### config.mk
export PLATFORM = sky130hd
export DESIGN_NAME = citi
export DESIGN_NICKNAME = d
export VERILOG_FILES = /design/src/rtl/citi_pkg.sv /design/src/rtl/citi_mac.sv /design/src/rtl/citi.sv
export SDC_FILE = /design/constraint.sdc
export NUM_CORES = 2
export LEC_CHECK = 0
export CORE_MARGIN = 2
export CORE_UTILIZATION = 40
export DETAILED_ROUTE_END_ITERATION = 8
export MAX_ROUTING_LAYER = met4
export SLEW_MARGIN = 20
export SYNTH_ARGS = -nofsm -noshare
export SYNTH_HDL_FRONTEND = slang
export SYNTH_HIERARCHICAL = 1
export SYNTH_SLANG_ARGS = --single-unit
### constraint.sdc
create_clock -name clk30x -period 12.39 [get_ports clk30x]
set_clock_uncertainty 0.2 [all_clocks]
set_input_delay 2.478 -clock clk30x [delete_from_list [all_inputs] [get_ports clk30x]]
set_output_delay 2.478 -clock clk30x [all_outputs]
set_load 0.03 [all_outputs]
### src/rtl/citi_pkg.sv
// Shared constants, types and coefficient tables for the citi Chebyshev IIR.
// Output reduction (saturate vs. wrap) is selected by the CITI_SAT_EN macro.
package citi_pkg;

  localparam int N     = 8;
  localparam int W     = 16;
  localparam int CW    = 16;
  localparam int FRAC  = 14;
  localparam int ACCW  = 40;
  localparam int NTAPS = 2 * N + 1;

  typedef logic signed [W-1:0]  sample_t;
  typedef logic signed [CW-1:0] coef_t;

  typedef enum logic [1:0] {
    S_IDLE,
    S_MAC,
    S_DONE
  } state_e;

  // Low-pass design, Q2.14; feedback taps sum to well under 1.0 in magnitude.
  localparam coef_t B_COEF [0:N] = '{
    16'sd82, 16'sd655, 16'sd2293, 16'sd4587, 16'sd5734,
    16'sd4587, 16'sd2293, 16'sd655, 16'sd82
  };

  localparam coef_t A_COEF [1:N] = '{
    -16'sd6554, 16'sd4096, -16'sd1638, 16'sd819,
    -16'sd328, 16'sd164, -16'sd82, 16'sd33
  };

  function automatic sample_t reduce_out(input logic signed [ACCW-1:0] acc);
`ifdef CITI_SAT_EN
    logic signed [ACCW-1:0] sh;
    sh = acc >>> FRAC;
    // Fits in W bits only when every bit above the sample sign bit matches it.
    if (sh[ACCW-1:W-1] != {(ACCW-W+1){sh[W-1]}})
      return sh[ACCW-1] ? 16'sh8000 : 16'sh7fff;
    else
      return sh[W-1:0];
`else
    return W'(acc >>> FRAC);
`endif
  endfunction

endpackage

### src/rtl/citi_mac.sv
// Time-shared signed multiply-accumulate: one coef*sample product per enabled
// cycle, added or subtracted into an ACCW-bit accumulator with synchronous clear.
module citi_mac
  import citi_pkg::*;
(
  input  logic                   clk30x,
  input  logic                   rst,
  input  logic                   clr,
  input  logic                   en,
  input  logic                   sub,
  input  coef_t                  coef,
  input  sample_t                data,
  output logic signed [ACCW-1:0] acc
);

  logic signed [CW+W-1:0] prod;
  logic signed [ACCW-1:0] prod_ext;
  logic signed [ACCW-1:0] acc_d, acc_q;

  always_comb begin
    prod     = (CW+W)'(coef) * (CW+W)'(data);
    prod_ext = ACCW'(prod);
    acc_d    = acc_q;
    if (clr)
      acc_d = '0;
    else if (en)
      acc_d = sub ? acc_q - prod_ext : acc_q + prod_ext;
  end

  always_ff @(posedge clk30x) begin
    if (rst) acc_q <= '0;
    else     acc_q <= acc_d;
  end

  assign acc = acc_q;

endmodule

### src/rtl/citi.sv
// 8th-order direct-form-I Chebyshev low-pass IIR, one shared MAC stepped over
// all 17 taps per sample strobe. CITI_SAT_EN selects saturating output.
module citi
  import citi_pkg::*;
(
  input  logic         clk30x,
  input  logic         rst,
  input  logic [W-1:0] xin,
  output logic [W-1:0] yout,
  output logic [W-1:0] xin_del,
  input  logic         donext
);

  state_e  state_q, state_d;
  logic [4:0] k_q, k_d;
  sample_t x_q [0:N];
  sample_t x_d [0:N];
  sample_t y_q [0:N-1];
  sample_t y_d [0:N-1];
  sample_t yout_q, yout_d, xin_del_q, xin_del_d;
  sample_t y_new;

  logic    mac_clr, mac_en, mac_sub;
  coef_t   mac_coef;
  sample_t mac_data;
  logic signed [ACCW-1:0] acc;
  logic [3:0] fb_idx;
  logic [2:0] y_idx;

  // Taps 0..N walk the feed-forward side, N+1..2N the feedback side.
  always_comb begin
    fb_idx = 4'(k_q - 5'(N));
    y_idx  = 3'(fb_idx - 4'd1);
    if (k_q <= 5'(N)) begin
      mac_coef = B_COEF[k_q[3:0]];
      mac_data = x_q[k_q[3:0]];
      mac_sub  = 1'b0;
    end else begin
      mac_coef = A_COEF[fb_idx];
      mac_data = y_q[y_idx];
      mac_sub  = 1'b1;
    end
  end

  always_comb begin
    state_d   = state_q;
    k_d       = k_q;
    x_d       = x_q;
    y_d       = y_q;
    yout_d    = yout_q;
    xin_del_d = xin_del_q;
    mac_en    = 1'b0;
    mac_clr   = 1'b0;
    y_new     = reduce_out(acc);
    case (state_q)
      S_IDLE: begin
        if (donext) begin
          for (int i = N; i > 0; i--) x_d[i] = x_q[i-1];
          x_d[0]  = xin;
          k_d     = '0;
          state_d = S_MAC;
        end
      end
      S_MAC: begin
        mac_en = 1'b1;
        if (k_q == 5'(NTAPS-1)) state_d = S_DONE;
        else                    k_d     = k_q + 5'd1;
      end
      S_DONE: begin
        yout_d    = y_new;
        xin_del_d = x_q[0];
        for (int i = N-1; i > 0; i--) y_d[i] = y_q[i-1];
        y_d[0]    = y_new;
        mac_clr   = 1'b1;
        state_d   = S_IDLE;
      end
      default: state_d = S_IDLE;
    endcase
  end

  always_ff @(posedge clk30x) begin
    if (rst) begin
      state_q   <= S_IDLE;
      k_q       <= '0;
      x_q       <= '{default: '0};
      y_q       <= '{default: '0};
      yout_q    <= '0;
      xin_del_q <= '0;
    end else begin
      state_q   <= state_d;
      k_q       <= k_d;
      x_q       <= x_d;
      y_q       <= y_d;
      yout_q    <= yout_d;
      xin_del_q <= xin_del_d;
    end
  end

  citi_mac u_mac (
    .clk30x (clk30x),
    .rst    (rst),
    .clr    (mac_clr),
    .en     (mac_en),
    .sub    (mac_sub),
    .coef   (mac_coef),
    .data   (mac_data),
    .acc    (acc)
  );

  assign yout    = yout_q;
  assign xin_del = xin_del_q;

endmodule

# --- Yosys cells after proc, flatten, opt, wreduce, memory -nomap -nowiden ---
# Memories as Yosys holds them, arrays and structs flattened.
# Index checks and enable logic that the tools add are counted.
totals:
  reg_bits: 335
  rom_bits: 512
  inputBits: 19
  output_inout_bits: 32
  word_cells: 69
  mem_count: 2
memory_table:
  columns: ["name", "words", "width", "rd", "rd_clocked_by_memory_dff", "write_ports", "line_no", "rtl"]
  rows:
  - ["(no name shown)", 16, 16, 1, 0, 0, "citi.sv:39", "mac_coef = A_COEF[fb_idx];"]
  - ["(no name shown)", 16, 16, 1, 0, 0, "citi.sv:35", "mac_coef = B_COEF[k_q[3:0]];"]
classes:
  n_addsub: 5
  multipliers: 1
  order_cmp: 4
  eq_ne: 6
  n_mux: 21
  bitwise_logic: 3
  n_reduce_logical: 6
ops:
  columns: ["operator", "n"]
  rows:
  - ["16-bit 2-to-1 mux", 10]
  - ["16-bit binary-select mux with 4-bit select", 1]
  - ["16-bit binary-select mux with 3-bit select", 1]
  - ["40-bit by 32-bit adder with 40-bit output", 1]
  - ["40-bit 2-to-1 mux", 1]
  - ["40-bit by 32-bit subtractor with 40-bit output", 1]
  - ["16-bit by 16-bit multiplier with 32-bit output", 1]
  - ["5-bit greater-or-equal comparator, second input constant", 2]
  - ["5-bit 2-to-1 mux", 2]
  - ["4-bit NOT with 5-bit output", 2]
  - ["5-bit case mux with 2 select lines", 1]
  - ["2-bit inequality test, second input constant", 3]
  - ["5-bit by 1-bit adder with 5-bit output, second input constant", 1]
  - ["5-bit == test, second input constant", 1]
  - ["5-bit by 4-bit <= comparator with 1-bit output, second input constant", 1]
  - ["4-bit greater-or-equal comparator, second input constant", 1]
  - ["2-bit 2-to-1 mux", 2]
  - ["3-bit NOT with 4-bit output", 1]
  - ["2-bit case mux with 2 select lines", 1]
  - ["2-bit AND reduction", 2]
  - ["4-bit subtractor, second input constant", 1]
  - ["3-bit AND reduction", 1]
  - ["3-bit by 1-bit subtractor with 3-bit output, second input constant", 1]
  - ["2-bit by 1-bit == test with 1-bit output, second input constant", 1]
  - ["other kinds (5)", 6]

# --- Longest topological paths before layout ---
logic_depth:
  ltp_word: 10
  mapped_depth: 48
  depth_no_buf: 41

# --- Cells and area by module ---
# Netlist, hierarchy kept.
by_module_without_submodules:
  columns: ["module", "instances", "cells_per_inst", "area_each_um2", "seq_area_each_um2"]
  rows:
  - ["citi_mac", 1, 1677, 14371.3, 800.8]
  - ["citi", 1, 1585, 12943.7, 5905.7]

# --- Worst setup path after synthesis ---
# No wires, ideal clock.
synth_timing:
  path_type: "register to register"
  startpoint: "reg k_q[1]"
  endpoint: "reg u_mac.acc_q[39] (netlist: u_mac/acc[39])"
  setup_time_ns: 0.062
  arrival_ns: 11.335
  t_required_ns: 12.128
  path_slack_ns: 0.793
  stages_incl_launch_ff: 47
  path_buffers: 6
  period_less_slack_ns: 11.597
  cell_sequence: "dfxtp_1 -> buf_2 -> buf_4 -> buf_2 -> inv_1 -> ha_1 -> buf_2 -> clkbuf_1 -> mux4_2 -> mux2i_1 -> nor2_1 -> a221o_1 -> clkbuf_1 -> and2_1 -> fa_1 -> inv_1 -> fa_1 -> fa_1 -> [... 11 more ...] -> xnor2_1 -> or4b_4 -> nor4b_4 -> and3b_1 -> and3b_1 -> nor2_1 -> xor2_1 -> ha_1 -> a21o_1 -> a21o_1 -> a21o_1 -> or3_1 -> a311oi_1 -> o21ai_1 -> a41oi_1 -> nand3b_1 -> mux2_1 -> nand3_1"
synth_between:
  elab_chain_cells: 10
  word_cells_on_any_way: 24
  classes_between: "add/sub: 4; mul: 1; order compare: 1; mux: 13; bitwise: 3; memory: 2"
synth_rtl:
  columns: ["item", "line_no", "rtl"]
  rows:
  - ["start, declared", "citi.sv:15", "logic [4:0] k_q, k_d;"]
  - ["start signal, assigned", "citi.sv:91", "k_q <= k_d;"]
  - ["4-bit subtractor", "citi.sv:32", "fb_idx = 4'(k_q - 5'(N));"]
  - ["3-bit by 1-bit subtractor with 3-bit output", "citi.sv:33", "y_idx = 3'(fb_idx - 4'd1);"]
  - ["3-bit NOT with 4-bit output (implied by the code)", "citi.sv:40", "mac_data = y_q[y_idx];"]
  - ["16-bit binary-select mux with 3-bit select", "citi.sv:40", null]
  - ["16-bit 2-to-1 mux (implied by the code) (2 in a row)", "citi.sv:40", null]
  - ["16-bit 2-to-1 mux (*)", "citi.sv:34", "if (k_q <= 5'(N)) begin"]
  - ["named net mac_data[5]", "citi.sv:25", "sample_t mac_data;"]
  - ["16-bit by 16-bit multiplier with 32-bit output (*)", "citi_mac.sv:21", "prod = (CW+W)'(coef) * (CW+W)'(data);"]
  - ["40-bit by 32-bit subtractor with 40-bit output or 40-bit by 32-bit adder with 40-bit output (tied branches)", "citi_mac.sv:27", "acc_d = sub ? acc_q - prod_ext : acc_q + prod_ext;"]
  - ["40-bit 2-to-1 mux (*)", "citi_mac.sv:27", null]
  - ["end signal, assigned", "citi_mac.sv:31", "if (rst) acc_q <= '0;"]
  - ["end signal, assigned", "citi_mac.sv:32", "else acc_q <= acc_d;"]
  - ["end, declared", "citi_mac.sv:18", "logic signed [ACCW-1:0] acc_d, acc_q;"]
# Mark *: on every way through the listed nets, which the timed path passes. The rest lies on a longest branch. The select of a mux whose other input is x is not followed.
# A chain may end at the register's enable or synchronous reset.

# --- Final worst setup path ---
layout_timing:
  startpoint: "reg k_q[0]"
  endpoint: "reg u_mac.acc_q[29] (netlist: u_mac/acc[29])"
# Same word-level chain as after synthesis.

==> out/qor.txt <==
Post-DP HPWL - 46,200 um
Synth Warn # - 6
Setup CP Type - flip-flop to flip-flop
CTS hold repair buffers - 0
CTS max path bufs - 3
Syn Inst Count - 3,090
Combinational share of power - 43.3%
Port Buffer Count - 50
Worst Max-Slew Pin Slew - 1.12 ns
CP endpoint kind - flip-flop
Via count - 20,200
Fill cells - 6,404
Cell area after synthesis - 25,900 sq um
Top sig layer - met4
Share of layout cells above drive strength 1 - 5.37%
Max Cap Violations - 0
Wire length on met1 - 29,900 um
H-tree levels - 2
Row count - 93
Clk sinks - 325
Nets - 3,410
Crit path from - k_q[0]$_SDFFE_PP0P_
I/O pin count - 51
Largest net degree at the start of global routing - 103
Initial Util - 40.4%
Post-CTS Setup Bufs - 0
Sw frac - 38.4%
GRT Overall Usage - 20.4%
Cts bufs inserted - 36
Iteration-0 DRC count of the detailed router - 1,377
Initial antenna violation count - 2
Final setup fails - 0
Setup tns final - 0 ns
CTS Root Cell - clkbuf_16
CP delay by family, top - adder cells
Core Area - 64,200 sq um
Worst R2R Start - k_q[0]$_SDFFE_PP0P_
GPL Wtd Cong - 0.872
Post-CTS resize count - 0
Vias in the first global route - 19,900
Headroom to the max-slew limit - 25.3%
Met3 wire length - 2660 um
Die X - 259 um
Worst-Skew Late Latency - 0.56 ns
R2r setup slk - 0.90 ns
Post-route ant nets - 0
FF-to-FF path depth - 39
WL final - 65,200 um
Data required, critical path - 12.61 ns
CP max-delay cell - ha_1
R2R Path End - u_mac/acc[29]$_SDFFE_PP0P_
Peak supply drop - 0.0000933 V
Fin area - 28,200 sq um
First-pass GRT wire length - 107,000 um
P_sw - 0.00152 W
CP peak stage delay - 0.87 ns
Die Footprint - 66,900 sq um
Hold Startpoint - y_q[9]$_SDFFE_PP0P_
RSZ-0062 raised after global routing - no
Internal cell power - 0.00244 W
Tcrit/Tclk final - 92.7%
Worst-path clk slew - 0.06 ns
Clock share of power - 28.8%
Routed wl met2 - 30,500 um
Pwr Density - 140 nW/um^2
Overflow after GRT - 0
Max Clock Freq - 87.0 MHz
Syn_nets - 3,490
Reg power frac - 27.9%
Status - finished, final reports clean
P&R area growth vs syn - 8.69%
Final Hold Viols - 0
Routed WL per cell - 16.7 um
Crit start category - flip-flop
Hold Crit Class - flip-flop to flip-flop
Total power - 0.00396 W
WP buf/inv - 7
Crit Path Max Fanout - 16
Clock tree from TritonCTS - built
Min Tclk post-route - 11.49 ns
CP Data Arrival Time - 11.71 ns
Syn_area_per_cell - 8.39 sq um
CP Capture Point - u_mac/acc[29]$_SDFFE_PP0P_
Leakage - 11.5 nW
DRC - 0
DR pass1 iterations - 5
Stages on the worst setup path - 39
Vias/cell - 5.18
Slew Limit Fails - 0
Die Span Y - 259 um
Post-Place Cell Area - 26,900 sq um
sequential cells by signal, indices dropped and copies added (netlist names):
register and cells:
yout 16, xin_del 16, y_q 112, x_q 144, u_mac/acc 30, state_q 2
k_q 5
per-layer routing:
| layer | up-vias | track usage [%] |
|---|---|---|
| li1 | 9887 | - |
| met1 | 9791 | 27.2 |
| met2 | 395 | 32.6 |
| met3 | 94 | 2.44 |
| met4 | 0 | 6.34 |
| met5 | - | - |
final cells by class:
| class | count | area (sq um) | share of cell area [%] |
|---|---|---|---|
| multi-input combinational | 2259 | 17400 | 61.7 |
| sequential | 325 | 6510 | 23.1 |
| inverter | 299 | 1120 | 3.99 |
| tap | 855 | 1070 | 3.80 |
| clock buffer | 48 | 1010 | 3.57 |
| timing repair buffer | 89 | 815 | 2.89 |
| clock inverter | 18 | 251 | 0.892 |
| antenna | 1 | 2.50 | 0.00888 |
how the worst min path moves through the flow:
stage                           end  slack, ns  depth (start not counted)
6_report        y_q[9]$_SDFFE_PP0P_       0.25                          2
3_3_place_gp   y_q[13]$_SDFFE_PP0P_       0.24                          2
5_1_grt        y_q[15]$_SDFFE_PP0P_       0.27                          2
4_1_cts        y_q[15]$_SDFFE_PP0P_       0.25                          2
2_1_floorplan  y_q[10]$_SDFFE_PP0P_       0.23                          2
3_5_place_dp   y_q[15]$_SDFFE_PP0P_       0.24                          2
power by group through the flow:
stage,Clock [W],Combinational [W],Sequential (W)
after detailed placement,0,0.00170,0.00113
after floorplan,0,0.00133,0.00111
after global placement,0,0.00171,0.00113
after CTS,0.00117,0.00172,0.00110
after global routing,0.00121,0.00194,0.00111
final,0.00114,0.00171,0.00111
placed cells by master (no fill, tap or decap), types with 5 or more instances in the layout:
cell type,instances
and3_1,10
fa_1,257
nand4_1,8
and2_1,129
nand2_1,740
a21o_1,31
o21ai_1,5
a221o_1,15
a21oi_1,365
bufinv_16,5
a211oi_1,11
clkbuf_1,6
nor2b_1,7
clkbuf_16,36
nor2_1,107
a221oi_1,17
nor3_1,20
nand3_1,16
o211ai_1,8
ha_1,124
dfxtp_1,323
buf_4,37
clkbuf_8,6
mux4_2,29
mux2i_1,97
nand2b_1,13
clkdlybuf4s50_1,49
a31oi_1,14
o21ai_0,38
inv_1,298
o21bai_1,6
xor2_1,22
mux4_1,5
xnor2_1,49
clkinv_2,8
o21a_1,10
a22o_1,15
metrics by stage:
step / std cells / setup WS, ns / util [%] / hold WS (ns)
2_1_floorplan: 3090 / 1.74 / - / 0.232
3_3_place_gp: 3826 / 0.978 / 41.9 / 0.240
3_5_place_dp: 3826 / 0.904 / 41.9 / 0.243
4_1_cts: 3892 / 0.915 / 43.9 / 0.251
5_1_grt: 3893 / 0.238 / 43.9 / 0.273
6_report: 3894 / 0.900 / 43.9 / 0.253
worst register-to-register path, delay by kind of cell (launching register included):
kind	cells	cell delay (ns)
fa+ha+maj	10	4.76
simple gates	9	2.25
compound gates	9	1.94
buf+inv	7	0.92
mux	2	0.58
flops	1	0.41
xor+xnor	2	0.30
Note: power is estimated with default switching activity, not from simulation.
